==> src/rtl/vid2is_pkg.sv <==
// Shared definitions for the video-to-image-stream FIFO writer: framing states,
// header value and the 17-bit {count, stable} measurement format.
package vid2is_pkg;

    typedef enum logic [2:0] {
        ST_IDLE,
        ST_WAIT_ACTIVE,
        ST_ACTIVE,
        ST_FLUSH,
        ST_DROP
    } state_t;

    localparam int unsigned HEADER_VALUE = 0;
    localparam int unsigned COUNT_W      = 16;

    typedef struct packed {
        logic [COUNT_W-1:0] count;
        logic               stable;
    } count17_t;

    function automatic logic [COUNT_W-1:0] sat_inc(input logic [COUNT_W-1:0] v);
        return (v == '1) ? v : v + 16'd1;
    endfunction

endpackage

==> src/rtl/vid2is_res_detect.sv <==
// Measures active samples per line, active lines per field (per field id)
// and interlace / next-field prediction from the qualified video timing.
module vid2is_res_detect
    import vid2is_pkg::*;
(
    input  logic     vid_clk,
    input  logic     rst_n,
    input  logic     valid,
    input  logic     de,
    input  logic     vs_edge,
    input  logic     field,
    output count17_t sample_count,
    output count17_t line_count_f0,
    output count17_t line_count_f1,
    output logic     is_interlaced,
    output logic     is_field_prediction
);

    logic                de_prev;
    logic                de_fall;
    logic [COUNT_W-1:0]  sample_cnt;
    logic [COUNT_W-1:0]  line_cnt;
    logic [COUNT_W-1:0]  lines_total;
    logic                last_f;
    logic                seen_field;

    assign de_fall = valid & de_prev & ~de;

    // A line ending on the same cycle as the field edge still belongs to that field.
    assign lines_total = de_fall ? sat_inc(line_cnt) : line_cnt;

    always_ff @(posedge vid_clk or negedge rst_n) begin
        if (!rst_n) begin
            de_prev             <= 1'b0;
            sample_cnt          <= '0;
            line_cnt            <= '0;
            sample_count        <= '0;
            line_count_f0       <= '0;
            line_count_f1       <= '0;
            is_interlaced       <= 1'b0;
            is_field_prediction <= 1'b0;
            last_f              <= 1'b0;
            seen_field          <= 1'b0;
        end else begin
            if (valid) de_prev <= de;
            if (valid && de) sample_cnt <= sat_inc(sample_cnt);
            if (de_fall) begin
                sample_cnt   <= '0;
                sample_count <= '{count: sample_cnt, stable: (sample_cnt == sample_count.count)};
                line_cnt     <= sat_inc(line_cnt);
            end
            if (vs_edge) begin
                line_cnt <= '0;
                if (lines_total != '0) begin
                    if (field)
                        line_count_f1 <= '{count: lines_total, stable: (lines_total == line_count_f1.count)};
                    else
                        line_count_f0 <= '{count: lines_total, stable: (lines_total == line_count_f0.count)};
                end
                is_interlaced       <= seen_field & (field != last_f);
                is_field_prediction <= ~field;
                last_f              <= field;
                seen_field          <= 1'b1;
            end
        end
    end

endmodule

==> src/rtl/vid2is_fifo_writer.sv <==
// Frames qualified active video into FIFO packets: a header word, the samples,
// and exactly one last-flagged word per header, with overflow handling.
module vid2is_fifo_writer
    import vid2is_pkg::*;
#(
    parameter int DATA_WIDTH = 20,
    parameter int FIFO_WIDTH = DATA_WIDTH + 1
) (
    input  logic                  vid_clk,
    input  logic                  rst_n,
    input  logic                  enable,
    input  logic                  vid_datavalid,
    input  logic [DATA_WIDTH-1:0] vid_data,
    input  logic                  vid_de,
    input  logic                  vid_v_sync,
    input  logic                  vid_f,
    input  logic                  wrfull,
    output logic                  wrreq,
    output logic [FIFO_WIDTH-1:0] data,
    output logic [16:0]           is_active_sample_count,
    output logic [16:0]           is_active_line_count_f0,
    output logic [16:0]           is_active_line_count_f1,
    output logic                  is_interlaced,
    output logic                  is_field_prediction,
    output logic                  overflow
);

    state_t                state, state_nxt;
    logic [DATA_WIDTH-1:0] hold, hold_nxt;
    logic [FIFO_WIDTH-1:0] data_nxt;
    logic                  wr_nxt;
    logic                  skip, skip_nxt;
    logic                  overflow_nxt;
    logic                  vs_prev;
    logic                  de_q;
    logic                  vs_edge;
    count17_t              sample_count, line_count_f0, line_count_f1;

    assign de_q    = vid_datavalid & vid_de;
    assign vs_edge = vid_datavalid & vid_v_sync & ~vs_prev;

    // NOTE: every variable gets a default before the case so no path can infer a latch.
    always_comb begin
        state_nxt    = state;
        hold_nxt     = hold;
        skip_nxt     = skip;
        overflow_nxt = overflow;
        wr_nxt       = 1'b0;
        data_nxt     = data;

        if (vs_edge && !enable) overflow_nxt = 1'b0;

        unique case (state)
            ST_IDLE: begin
                if (vs_edge && enable) state_nxt = ST_WAIT_ACTIVE;
            end
            ST_WAIT_ACTIVE: begin
                if (vs_edge) begin
                    if (!enable) state_nxt = ST_IDLE;
                end else if (de_q && !skip) begin
                    if (wrfull) begin
                        overflow_nxt = 1'b1;
                        skip_nxt     = 1'b1;
                    end else begin
                        wr_nxt    = 1'b1;
                        data_nxt  = {DATA_WIDTH'(HEADER_VALUE), 1'b0};
                        hold_nxt  = vid_data;
                        state_nxt = ST_ACTIVE;
                    end
                end
            end
            ST_ACTIVE: begin
                if (de_q) begin
                    if (wrfull) begin
                        overflow_nxt = 1'b1;
                        skip_nxt     = 1'b1;
                        state_nxt    = ST_DROP;
                    end else begin
                        wr_nxt   = 1'b1;
                        data_nxt = {hold, 1'b0};
                        hold_nxt = vid_data;
                    end
                end
                if (vs_edge && state_nxt == ST_ACTIVE) state_nxt = ST_FLUSH;
            end
            ST_FLUSH: begin
                // Closing word may use the FIFO's one-word headroom.
                wr_nxt    = 1'b1;
                data_nxt  = {hold, 1'b1};
                state_nxt = enable ? ST_WAIT_ACTIVE : ST_IDLE;
            end
            ST_DROP: begin
                if (!wrfull) begin
                    wr_nxt    = 1'b1;
                    data_nxt  = {hold, 1'b1};
                    state_nxt = ST_WAIT_ACTIVE;
                end
            end
            default: state_nxt = ST_IDLE;
        endcase

        // The rest of a truncated field is skipped; any field edge ends the skip.
        if (vs_edge) skip_nxt = 1'b0;
    end

    // NOTE: the hold register is reset along with the rest so a packet can never
    // carry stale pixel data out of reset.
    always_ff @(posedge vid_clk or negedge rst_n) begin
        if (!rst_n) begin
            state    <= ST_IDLE;
            hold     <= '0;
            skip     <= 1'b0;
            overflow <= 1'b0;
            vs_prev  <= 1'b0;
            wrreq    <= 1'b0;
            data     <= '0;
        end else begin
            // NOTE: state registers use non-blocking assignments only.
            state    <= state_nxt;
            hold     <= hold_nxt;
            skip     <= skip_nxt;
            overflow <= overflow_nxt;
            if (vid_datavalid) vs_prev <= vid_v_sync;
            wrreq    <= wr_nxt;
            data     <= data_nxt;
        end
    end

    vid2is_res_detect u_res_detect (
        .vid_clk             (vid_clk),
        .rst_n               (rst_n),
        .valid               (vid_datavalid),
        .de                  (vid_de),
        .vs_edge             (vs_edge),
        .field               (vid_f),
        .sample_count        (sample_count),
        .line_count_f0       (line_count_f0),
        .line_count_f1       (line_count_f1),
        .is_interlaced       (is_interlaced),
        .is_field_prediction (is_field_prediction)
    );

    assign is_active_sample_count  = sample_count;
    assign is_active_line_count_f0 = line_count_f0;
    assign is_active_line_count_f1 = line_count_f1;

endmodule

==> config.mk <==
export PLATFORM = sky130hd
export DESIGN_NAME = vid2is_fifo_writer
export DESIGN_NICKNAME = d
export VERILOG_FILES = /design/src/rtl/vid2is_pkg.sv /design/src/rtl/vid2is_res_detect.sv /design/src/rtl/vid2is_fifo_writer.sv
export SDC_FILE = /design/constraint.sdc
export NUM_CORES = 1
export LEC_CHECK = 0
export CAP_MARGIN = 25
export CORE_MARGIN = 3
export CORE_UTILIZATION = 59
export DETAILED_ROUTE_END_ITERATION = 10
export GPL_ROUTABILITY_DRIVEN = 0
export GPL_TIMING_DRIVEN = 0
export PLACE_DENSITY = 0.82
export SYNTH_ARGS = -nofsm -noshare
export SYNTH_HDL_FRONTEND = slang
export SYNTH_SLANG_ARGS = --single-unit
==> constraint.sdc <==
create_clock -name vid_clk -period 7.1 [get_ports vid_clk]
set_input_delay 1.065 -clock vid_clk [delete_from_list [all_inputs] [get_ports vid_clk]]
set_output_delay 1.065 -clock vid_clk [all_outputs]
set_load 0.01 [all_outputs]
==> metrics.md <==
| Metric | Value |
|---|---|
| Worst vdd ir | 0.000360 V |
| ANT nets after route | 0 |
| RSZ-0062 raised after global routing | no |
| Final WS setup | roughly 2.7 ns |
| Post-CTS setup buffer count | 0 |
| Drt wl/cell | around 19 microns |
| Seq pwr share | 39.7% |
| Yosys warns | 0 |
| DRT Pass-1 Iters | 7 |
| Port Buffers | 102 |
| CP Class | in -> reg |
| Area growth syn-to-layout | 26.8% |
| Hold Path Sink | u_res_detect.seen_field$_DFFE_PN0N_ |
| CTS max path bufs | 2 |
| R2r startpoint | u_res_detect.line_cnt[1]$_DFF_PN0_ |
| Clock sinks | 136 |
| R2R depth | 9 |
| Internal power | approximately 2 mW |
| Initial Util | 61.6% |
| Top_reg_cell synth | dfrtp_1 |
| Vias in the first global route | 5837 |
| Multi-input logic area | between 3000 and 4000 sq um |
| Maxcap violations | 0 |
| Resized cells post-CTS | 0 |
| Worst Hold Depth | 1 |
| Final Power | about 3 mW |
| Pre-CTS setup slack | 2.42 ns |
| Row count | 38 |
| Mapped Area | 6790 sq um |
| Fin. max-slew vios | 0 |
| Post-synth EDFFs | 0 |
| Clock skew | 0.00603 ns |
| Rel. slew slack | 47.4% |
| Sw Pwr | 0.924 mW |
| Count of nets after finishing | 859 |
| Post-synth ARST share | 100% |
| Syn_nets | ~740 |
| Switching part of the total | 31.6% |
| Fin area | ~8600 sq um |
| DRC | 0 |
| GR Util All Layers | ~30% |
| Antenna violations before repair | 0 |
| Crit path time final | 4.40 ns |
| Ant. Diodes | 0 |
| Largest net degree at the start of global routing | 71 |
| CTS tree | done |
| Avg Inst Size Synth | 9.61 sq um |
| Die X | 113 microns |
| Leading area contributor after synthesis | dfrtp_1 |
| Nature of the critical path endpoint | flip-flop |
| Detailed Place HPWL | 12700 microns |
| Non-filler instance count after layout | about 1000 |
| Synth cell types | 64 |
| Mapped Cells | 707 |
| Root buf cell | clkbuf_16 |
| Clk slew on worst S/H paths | around 0.060 ns |
| Sequential share of the synthesized area | 50.1% |
| CP required | 7.38 ns |
| Top cells by area, synth | dfrtp_1, nand2_1, o21ai_0 |
| Max FO, Critical Path | 10 |
| Pwr/cell area | 339 nW/um^2 |
| DR vias | 5917 |
| First-pass GRT wire length | 29800 microns |
| Worst hold path class | reg -> reg |
| Die height | approximately 110 microns |
| I/O pins | 104 |
| Static leakage | 3.85 nW |
| Final Hold Viols | 0 |
| Reg-to-reg endpoint | u_res_detect.line_count_f1[2]$_DFFE_PN0P_ |
| Clk network pwr share | 30.5% |
| Status | finished clean |
| CP startpoint kind | input port |
| Achievable frequency | approximately 230 MHz |
| Synthesized flop and latch total | ~140 |
| Post-Route Setup TNS | 0 ns |
| Routed WL | 18300 microns |
| Worst-margin pin slew | 0.787 ns |
| Aggregate global routing overflow | 0 |
| Final setup viols | 0 |
| Post-DP Area | 8020 sq um |
| DR vias/cell | 6.03 |
| Register area | around 3400 sq um |
| Hold Startpoint | u_res_detect.seen_field$_DFFE_PN0N_ |
| Share of the synthesized area in the top cell type | about 50% |
| R2R setup slack | ~3.4 ns |
| Placed cells | 950 |
| FILL cells | around 760 |
| Crit path DAT | 4.68 ns |
| Final period util | 61.9% |
| Hold buffers post-CTS | 0 |
| Layout cells sized above 1 | 9.39% |
| Die area | between 10000 and 15000 sq um |
| Core Region | around 11000 sq um |
| Final hold slack | about 0.47 ns |
| Final core occ | 78.1% |
| Proportion of power drawn by combinational gates | 29.8% |
| Clock Latency Late Sink | 0.43 ns |
| CTS Buf Count | 17 |
| DR iter-0 viols | 610 |
| H-tree depth | 4 |
metal layers:
layer  GRT usage [%]  share of wire (%)
met1            39.2                 41
met2            45.9                 47
met3            10.7                 11
met4            9.46                1.6
met5               0                  0
registers in the layout (all words and copies together) (netlist names), 3 cells and up:
name	flops
u_res_detect.line_count_f1	17
data	21
hold	20
u_res_detect.line_cnt	16
u_res_detect.sample_count	17
state	3
u_res_detect.sample_cnt	16
u_res_detect.line_count_f0	17
power groups by stage:
| stage | Sequential [mW] | Clock [mW] | Combinational (mW) |
|---|---|---|---|
| after floorplan | 1.18 | 0 | 0.387 |
| after global placement | 1.15 | 0 | 0.829 |
| after detailed placement | 1.16 | 0 | 0.858 |
| after CTS | 1.15 | 0.895 | 0.874 |
| after global routing | 1.18 | 0.931 | 0.949 |
| final | 1.16 | 0.892 | 0.870 |
cell usage in the layout (no fill, tap or decap), types with 4 or more instances in the layout:
| cell type | netlist | layout |
|---|---|---|
| nor2b_1 | 4 | 4 |
| nor2_1 | 55 | 55 |
| nor3_1 | 9 | 9 |
| xor2_1 | 31 | 31 |
| and2_1 | 6 | 6 |
| inv_1 | 18 | 18 |
| mux2_2 | 20 | 20 |
| nand3b_1 | 4 | 4 |
| a31oi_1 | 11 | 11 |
| and3_1 | 10 | 10 |
| clkbuf_1 | 18 | 19 |
| a21oi_1 | 24 | 24 |
| mux2i_1 | 8 | 8 |
| and4_1 | 5 | 5 |
| nand3_1 | 21 | 21 |
| o22ai_1 | 4 | 4 |
| xnor2_1 | 18 | 18 |
| or3_1 | 8 | 8 |
| nand2_1 | 136 | 136 |
| nor4_1 | 13 | 13 |
| clkdlybuf4s50_1 | 0 | 101 |
| nand2b_1 | 5 | 5 |
| buf_2 | 7 | 7 |
| clkbuf_16 | 0 | 17 |
| dfrtp_1 | 136 | 136 |
| mux2_4 | 4 | 4 |
| nand4_1 | 13 | 13 |
| clkinv_2 | 0 | 4 |
| o21ai_0 | 57 | 57 |
cell families (layout without fill, tap and decap cells):
logic type | after synthesis | after routing | share of synthesized area (%)
flops | 136 | 136 | 50.1
mux | 32 | 32 | 5.38
buf+inv | 49 | 183 | 3.22
xor+xnor | 50 | 50 | 6.72
fa+ha+maj | 2 | 2 | 0.368
simple gates | 306 | 306 | 22.2
compound gates | 132 | 132 | 12.0
final cells by class:
class,count,share of cell area [%]
Buffer,31,1.76
Clock buffer,19,5.14
Clock inverter,12,1.74
Inverter,18,0.785
Multi-Input combinational cell,522,36.8
Sequential cell,136,39.5
Tap cell,140,2.03
Timing Repair Buffer,103,12.2
synth_stat cells, drive strengths merged, types with 2 or more instances:
cell type and count:
nor2 55, a2111oi 3, and3 11, and4 5, or4 2, o211ai 3, o221ai 3, o31a 3
o22ai 4, ha 2, xnor2 19, nand3b 4, nor3 11, o21a 3, a21oi 24, a41o 2
mux2i 8, xor2 31, and2 7, o41ai 2, nor4 15, o31ai 2, or2 2, nor2b 4
or3 8, clkbuf 18, a21o 3, nand2 136, inv 18, nand4b 2, nand4 15, o21ai 59
mux2 24, a22oi 2, o41a 2, nand3 22, a31oi 11, dfrtp 136, buf 13, nand2b 5
worst max-delay path, cell delays in order:
cell and delay [ns]:
clkdlybuf4s50_1 0.53, nand3b_1 0.43, nor2_1 0.47, nand3_1 0.24, xor2_1 0.42, nand4_1 0.38
o41ai_4 0.67, buf_2 0.35, o21ai_0 0.12
worst max-delay path by stage:
stage | startpoint | cells past startpoint | slack [ns] | to
6_report | vid_de | 9 | 2.70 | u_res_detect.line_count_f1[2]$_DFFE_PN0P_
5_1_grt | vid_de | 9 | 2.42 | u_res_detect.line_count_f1[2]$_DFFE_PN0P_
4_1_cts | vid_de | 9 | 2.83 | u_res_detect.line_count_f1[2]$_DFFE_PN0P_
3_5_place_dp | vid_de | 9 | 2.42 | u_res_detect.line_count_f1[13]$_DFFE_PN0P_
3_3_place_gp | rst_n | 1 | -0.22 | hold[13]$_DFFE_PN0P_
2_1_floorplan | vid_datavalid | 9 | 3.69 | u_res_detect.line_count_f0[16]$_DFFE_PN0P_
No activity file was read; power rests on OpenSTA's default activity.
